===== config.mk =====
export PLATFORM = sky130hd
export DESIGN_NAME = approx_mult_pipe
export DESIGN_NICKNAME = d
export VERILOG_FILES = /design/src/rtl/approx_mult_pkg.sv /design/src/rtl/approx_sub_mult.sv /design/src/rtl/approx_mult_pipe.sv
export SDC_FILE = /design/constraint.sdc
export NUM_CORES = 1
export LEC_CHECK = 0
export BUFFER_PORTS_ARGS = -buffer_cell sky130_fd_sc_hd__clkbuf_2
export CORE_MARGIN = 2
export CORE_UTILIZATION = 45
export DETAILED_ROUTE_END_ITERATION = 16
export REMOVE_ABC_BUFFERS = 1
export SLEW_MARGIN = 20
export SYNTH_ARGS = -nofsm -noshare
export SYNTH_HDL_FRONTEND = slang
export SYNTH_SLANG_ARGS = --single-unit

===== constraint.sdc =====
create_clock -name clk -period 7.4 [get_ports clk]
set_clock_uncertainty 0.15 [all_clocks]
set_input_delay 0.74 -clock clk [delete_from_list [all_inputs] [get_ports clk]]
set_output_delay 0.74 -clock clk [all_outputs]
set_load 0.02 [all_outputs]

===== src/rtl/approx_mult_pkg.sv =====
// Shared definitions for the approximate multiplier pipeline.
// Contents: approximation level constants, in_cfg field layout, quadrant
// identifiers with their alignment weights, and the LSB truncation helper
// used by every sub-multiplier.
package approx_mult_pkg;

  localparam int unsigned LVL_W       = 2;
  localparam int unsigned CFG_LOA_BIT = 8;
  localparam int unsigned CFG_W       = 9;
  localparam int unsigned NUM_QUAD    = 4;

  localparam logic [LVL_W-1:0] LVL_EXACT = 2'd0;
  localparam logic [LVL_W-1:0] LVL_MAX   = 2'd3;

  // Quadrant naming: first letter is the half of A, second the half of B.
  typedef enum logic [1:0] {
    QUAD_LL = 2'd0,
    QUAD_LH = 2'd1,
    QUAD_HL = 2'd2,
    QUAD_HH = 2'd3
  } quad_e;

  // Bit position of a quadrant's sub-product within the full product.
  function automatic int unsigned quad_weight(input quad_e q, input int unsigned h);
    case (q)
      QUAD_LL: return 0;
      QUAD_HH: return 2 * h;
      default: return h;
    endcase
  endfunction

  // Clears the k LSBs of a sub-product (k = 0 leaves it exact).
  function automatic logic [63:0] level_trunc(input logic [63:0] prod,
                                              input logic [LVL_W-1:0] k);
    return prod & ~((64'd1 << k) - 64'd1);
  endfunction

endpackage


===== src/rtl/approx_sub_mult.sv =====
// H x H exact multiplier followed by level-controlled LSB truncation.
// Ports:
//   a_i, b_i : H-bit operand halves
//   lvl_i    : approximation level, number of result LSBs forced to 0
//   p_o      : 2H-bit levelled sub-product
// Purely combinational; H is limited to 32 by the 64-bit truncation helper.
module approx_sub_mult
  import approx_mult_pkg::*;
#(
  parameter int H = 4
) (
  input  logic [H-1:0]     a_i,
  input  logic [H-1:0]     b_i,
  input  logic [LVL_W-1:0] lvl_i,
  output logic [2*H-1:0]   p_o
);

  logic [2*H-1:0] exact;

  assign exact = {{H{1'b0}}, a_i} * {{H{1'b0}}, b_i};
  assign p_o   = (2*H)'(level_trunc(64'(exact), lvl_i));

endmodule


===== src/rtl/approx_mult_pipe.sv =====
// Pipelined 2H x 2H approximate multiplier with valid/ready handshaking.
// Operands are split into H-bit halves; each of the four sub-products is
// truncated by its own level from in_cfg, then the aligned terms are summed,
// optionally with a lower-part-OR adder over the LOA_BITS result LSBs.
// Ports:
//   clk, rst_n           : clock (rising edge), asynchronous active-low reset
//   in_valid/in_ready    : operand beat handshake
//   in_a, in_b           : 2H-bit operands
//   in_cfg               : [2q+1:2q] level of quadrant q, [8] LOA enable
//   out_valid/out_ready  : result handshake
//   out_r                : 4H-bit approximate product
//   busy                 : any pipeline stage holds a valid beat
// Stages: S1 captures operands/cfg, S2 holds levelled sub-products and the
// LOA bit, S3 holds the result.
module approx_mult_pipe
  import approx_mult_pkg::*;
#(
  parameter int H        = 4,
  parameter int LOA_BITS = 4
) (
  input  logic             clk,
  input  logic             rst_n,
  input  logic             in_valid,
  output logic             in_ready,
  input  logic [2*H-1:0]   in_a,
  input  logic [2*H-1:0]   in_b,
  input  logic [CFG_W-1:0] in_cfg,
  output logic             out_valid,
  input  logic             out_ready,
  output logic [4*H-1:0]   out_r,
  output logic             busy
);

  localparam int W = 4 * H;
  localparam logic [W-1:0] LO_MASK = (W'(1) << LOA_BITS) - W'(1);

  logic             v1_q, v2_q, v3_q;
  logic [2*H-1:0]   a_q, b_q;
  logic [CFG_W-1:0] cfg_q;
  logic [2*H-1:0]   p_d [NUM_QUAD];
  logic [2*H-1:0]   p_q [NUM_QUAD];
  logic             loa_q;
  logic [W-1:0]     r_d, r_q;

  logic adv1, adv2, adv3;

  // Ready chain runs strictly downstream-to-upstream: out_ready -> adv3 ->
  // adv2 -> adv1. Empty stages advance regardless, so bubbles collapse.
  assign adv3     = ~v3_q | out_ready;
  assign adv2     = ~v2_q | adv3;
  assign adv1     = ~v1_q | adv2;
  assign in_ready = adv1;

  assign out_valid = v3_q;
  assign out_r     = r_q;
  assign busy      = v1_q | v2_q | v3_q;

  // Four sub-multipliers on the S1 registers feed the S2 registers.
  for (genvar q = 0; q < NUM_QUAD; q++) begin : g_quad
    logic [H-1:0] qa, qb;
    assign qa = (q >= 2)    ? a_q[2*H-1:H] : a_q[H-1:0];
    assign qb = (q % 2 == 1) ? b_q[2*H-1:H] : b_q[H-1:0];

    approx_sub_mult #(.H(H)) u_sub (
      .a_i   (qa),
      .b_i   (qb),
      .lvl_i (cfg_q[2*q +: LVL_W]),
      .p_o   (p_d[q])
    );
  end

  // With LOA off (or LOA_BITS=0, where LO_MASK is 0) this reduces to the
  // plain modular sum of the aligned terms.
  always_comb begin
    logic [W-1:0] t;
    logic [W-1:0] exact_sum;
    logic [W-1:0] hi_sum;
    logic [W-1:0] lo_or;
    exact_sum = '0;
    hi_sum    = '0;
    lo_or     = '0;
    for (int unsigned q = 0; q < NUM_QUAD; q++) begin
      t         = W'(p_q[q]) << quad_weight(quad_e'(q), H);
      exact_sum = exact_sum + t;
      hi_sum    = hi_sum + (t >> LOA_BITS);
      lo_or     = lo_or | (t & LO_MASK);
    end
    r_d = loa_q ? ((hi_sum << LOA_BITS) | lo_or) : exact_sum;
  end

  always_ff @(posedge clk or negedge rst_n) begin
    if (!rst_n) begin
      v1_q  <= 1'b0;
      v2_q  <= 1'b0;
      v3_q  <= 1'b0;
      a_q   <= '0;
      b_q   <= '0;
      cfg_q <= '0;
      for (int unsigned q = 0; q < NUM_QUAD; q++) p_q[q] <= '0;
      loa_q <= 1'b0;
      r_q   <= '0;
    end else begin
      if (adv1) begin
        v1_q <= in_valid;
        if (in_valid) begin
          a_q   <= in_a;
          b_q   <= in_b;
          cfg_q <= in_cfg;
        end
      end
      if (adv2) begin
        v2_q <= v1_q;
        if (v1_q) begin
          for (int unsigned q = 0; q < NUM_QUAD; q++) p_q[q] <= p_d[q];
          loa_q <= cfg_q[CFG_LOA_BIT];
        end
      end
      if (adv3) begin
        v3_q <= v2_q;
        if (v2_q) r_q <= r_d;
      end
    end
  end

endmodule

==> results.sh <==
export IMPL_hold_worst_slack_ps=307.0
export IMPL_path_class="flip-flop to flip-flop"
export IMPL_setup_violations_final=0
export IMPL_drc_errors=0
export IMPL_cts_resized=0
export IMPL_cts_hold_buffers=0
export IMPL_slew_headroom_pct=37.65
export IMPL_die_h_um=110.7
export IMPL_cts_sinks=75
export IMPL_tightest_slew_ps=935.2
export IMPL_instances_no_fill=686
export IMPL_globalplace_congestion=0.7902
export IMPL_multi_input_area_mm2=0.003136
export IMPL_status="finished clean"
export IMPL_yosys_top_cells_area="dfrtp_1, ha_1, fa_1"
export IMPL_fmax_ghz=0.3021
export IMPL_hpwl_um=7229
export IMPL_routedWlPerCell_um=14.17
export IMPL_drt_pass1_iter_count=4
export IMPL_crit_fanout=9
export IMPL_design_area_mm2=0.005764
export IMPL_netlist_area_mm2=0.005122
export IMPL_drive_gt1_share_pct=18.68
export IMPL_synth_cell_types=39
export IMPL_initial_utilization_pct=46.64
export IMPL_tns_ps=0
export IMPL_core_area_mm2=0.01098
export IMPL_grt_use_total_pct=16.97
export IMPL_cp_end_kind="flip-flop"
export IMPL_p_leak_nw=2.897
export IMPL_syn_inst=494
export IMPL_overflow=0
export IMPL_grt_max_degree=76
export IMPL_period_share_pct=44.73
export IMPL_cts_tree="built"
export IMPL_power_density_mw_per_mm2=346.2
export IMPL_die_w_um=110.7
export IMPL_drtIter0Drc=84
export IMPL_wl_um=9724
export IMPL_worstPathRequired_ps=7450
export IMPL_h_tree_depth=3
export IMPL_synth_top_cell_area_share_pct=36.64
export IMPL_antenna_left=0
export IMPL_post_cts_setup_buffers=0
export IMPL_crit_arrival_ps=3360
export IMPL_num_vias=3463
export IMPL_area_delta_synth_final_pct=12.53
export IMPL_rsz0062_at_grt="false"
export IMPL_synth_seq_area_share_pct=36.64
export IMPL_regArea_mm2=0.001877
export IMPL_slew_viol_final=0
export IMPL_grt_pass1_vias=3558
export IMPL_n_antenna_cell=0
export IMPL_grt_pass1_wl_um=16790
export IMPL_avgViaCountPerCell=5.048
export IMPL_ys_warn_count=0
export IMPL_hold_viol=0
export IMPL_dp_cells=670
export IMPL_placed_area_mm2=0.005480
export IMPL_fin_crit_ps=3310
export IMPL_fin_util_pct=52.48
export IMPL_maxCapViolations=0
export IMPL_insertion_delay_ps=340
export IMPL_ios=48
export IMPL_antenna_found_initial=0
export IMPL_row_count=38
export IMPL_synth_area_leader_cell="dfrtp_1"
export IMPL_final_fill_count=1026
export IMPL_dieArea_mm2=0.01225
export IMPL_place_port_buffers=46
export IMPL_layout_nets=655
export IMPL_clock_path_buffers=2
export IMPL_ir_drop_v=0.0001452
export IMPL_clk_pin_slew_ps=70
export IMPL_synth_seq_cells=75
export IMPL_cts_made_buffers=9
export IMPL_cts_root_buf="clkbuf_16"
export IMPL_cp_start_kind="flip-flop"
export IMPL_hold_path_class="flip-flop to flip-flop"
export IMPL_postSynthAreaPerCell_um2=10.37
-- stage by stage --
| stage | power, mW | setup slack, ps |
|---|---|---|
| detailed placement | 1.580 | 4063 |
| global route | 2.185 | 3928 |
| CTS | 2.022 | 4053 |
| finish | 1.996 | 4090 |
| floorplan | 1.337 | 4398 |
| global placement | 1.553 | 4118 |
-- cell type report --
type	count	area share (%)
clock buffer	9	3.907
clock inverter	7	1.020
tap	140	3.039
multi-input combinational	394	54.40
timing repair buffer	47	4.168
sequential	75	32.56
inverter	14	0.9117
-- power breakdown --
| group | internal (mW) | switching, mW | total, mW |
|---|---|---|---|
| clock | 0.232 | 0.191 | 0.423 |
| combinational | 0.421 | 0.514 | 0.935 |
| sequential | 0.531 | 0.107 | 0.638 |
-- synth_stat cells, drive strengths merged --
master / instances
a221oi: 1
xor2: 14
a31oi: 1
mux2: 28
nand3: 3
ha: 60
inv: 14
nor2b: 5
or3: 2
a2111oi: 2
nor2: 2
o31ai: 13
o21bai: 1
nand2: 98
o211a: 1
o21ai: 31
mux2i: 2
or2: 5
xnor2: 9
a31o: 2
a21o: 8
fa: 25
nand2b: 8
buf: 7
clkbuf: 4
o21a: 1
and2: 49
nor3: 1
and3: 1
a211oi: 1
a21oi: 20
dfrtp: 75
-- cell usage in the layout (no fill, tap or decap), types with 2 or more instances in the layout --
master / n
nand3_1: 2
or2_2: 4
o21ai_1: 2
o31ai_1: 13
nand2b_1: 8
o21ai_0: 29
or3_1: 2
xnor2_1: 9
nor2_1: 2
clkinv_4: 2
fa_1: 25
clkinvlp_4: 2
clkbuf_16: 9
dfrtp_1: 75
inv_1: 14
and2_1: 49
a21o_1: 8
clkbuf_2: 45
buf_4: 2
ha_1: 60
a31o_2: 2
mux2i_1: 2
nand2_1: 97
xor2_1: 14
a21oi_1: 20
inv_6: 3
mux2_2: 28
nor2b_1: 4
-- flip-flops by register name (all words and copies together), names as in the netlist --
signal / cells
p_q: 32
out_r: 16
a_q: 8
cfg_q: 8
v1_q: 1
out_valid: 1
v2_q: 1
b_q: 8
-- cells by family (layout without fill, tap and decap cells) --
group           count (synthesis)  in the layout  synth area share [%]
flops                          75             75                 36.64
mux                            30             30                 6.546
compound gates                 82             82                 9.820
simple gates                  174            174                 16.49
xor+xnor                       23             23                 3.933
fa+ha+maj                      85             85                 24.43
buf+inv                        25             77                 2.149
-- layer usage --
layer / share of wire, % / routed length (um) / track usage, % / vias up
met3: 2.1 / 203 / 2.624 / 13
met5: 0 / 0 / 0 / -
li1: - / - / - / 1789
met1: 49 / 4785 / 22.84 / 1626
met2: 47 / 4554 / 27.77 / 35
met4: 1.9 / 181 / 6.500 / 0
-- worst max-delay path, stage by stage (launching register included) --
cell	delay, ps
dfrtp_1	520
nand2_1	130
fa_1	550
inv_1	60
fa_1	530
ha_1	310
a21o_1	190
a31o_2	240
a21oi_1	180
xor2_1	220
o21ai_0	100
-- worst paths after layout --
kind / startpoint / endpoint / slack (ps) / cells after the start
max in group asynchronous: rst_n / out_r[5] / 6110 / 1
hold / removal: p_q[27] / out_r[3] / 310 / 2
setup / recovery: a_q[4] / p_q[7] / 4090 / 10
setup reg to reg: a_q[4] / p_q[7] / 4090 / 10
min in group asynchronous: rst_n / b_q[7] / 400 / 1
hold reg to reg: p_q[27] / out_r[3] / 310 / 2
No activity file was read; power rests on OpenSTA's default activity.
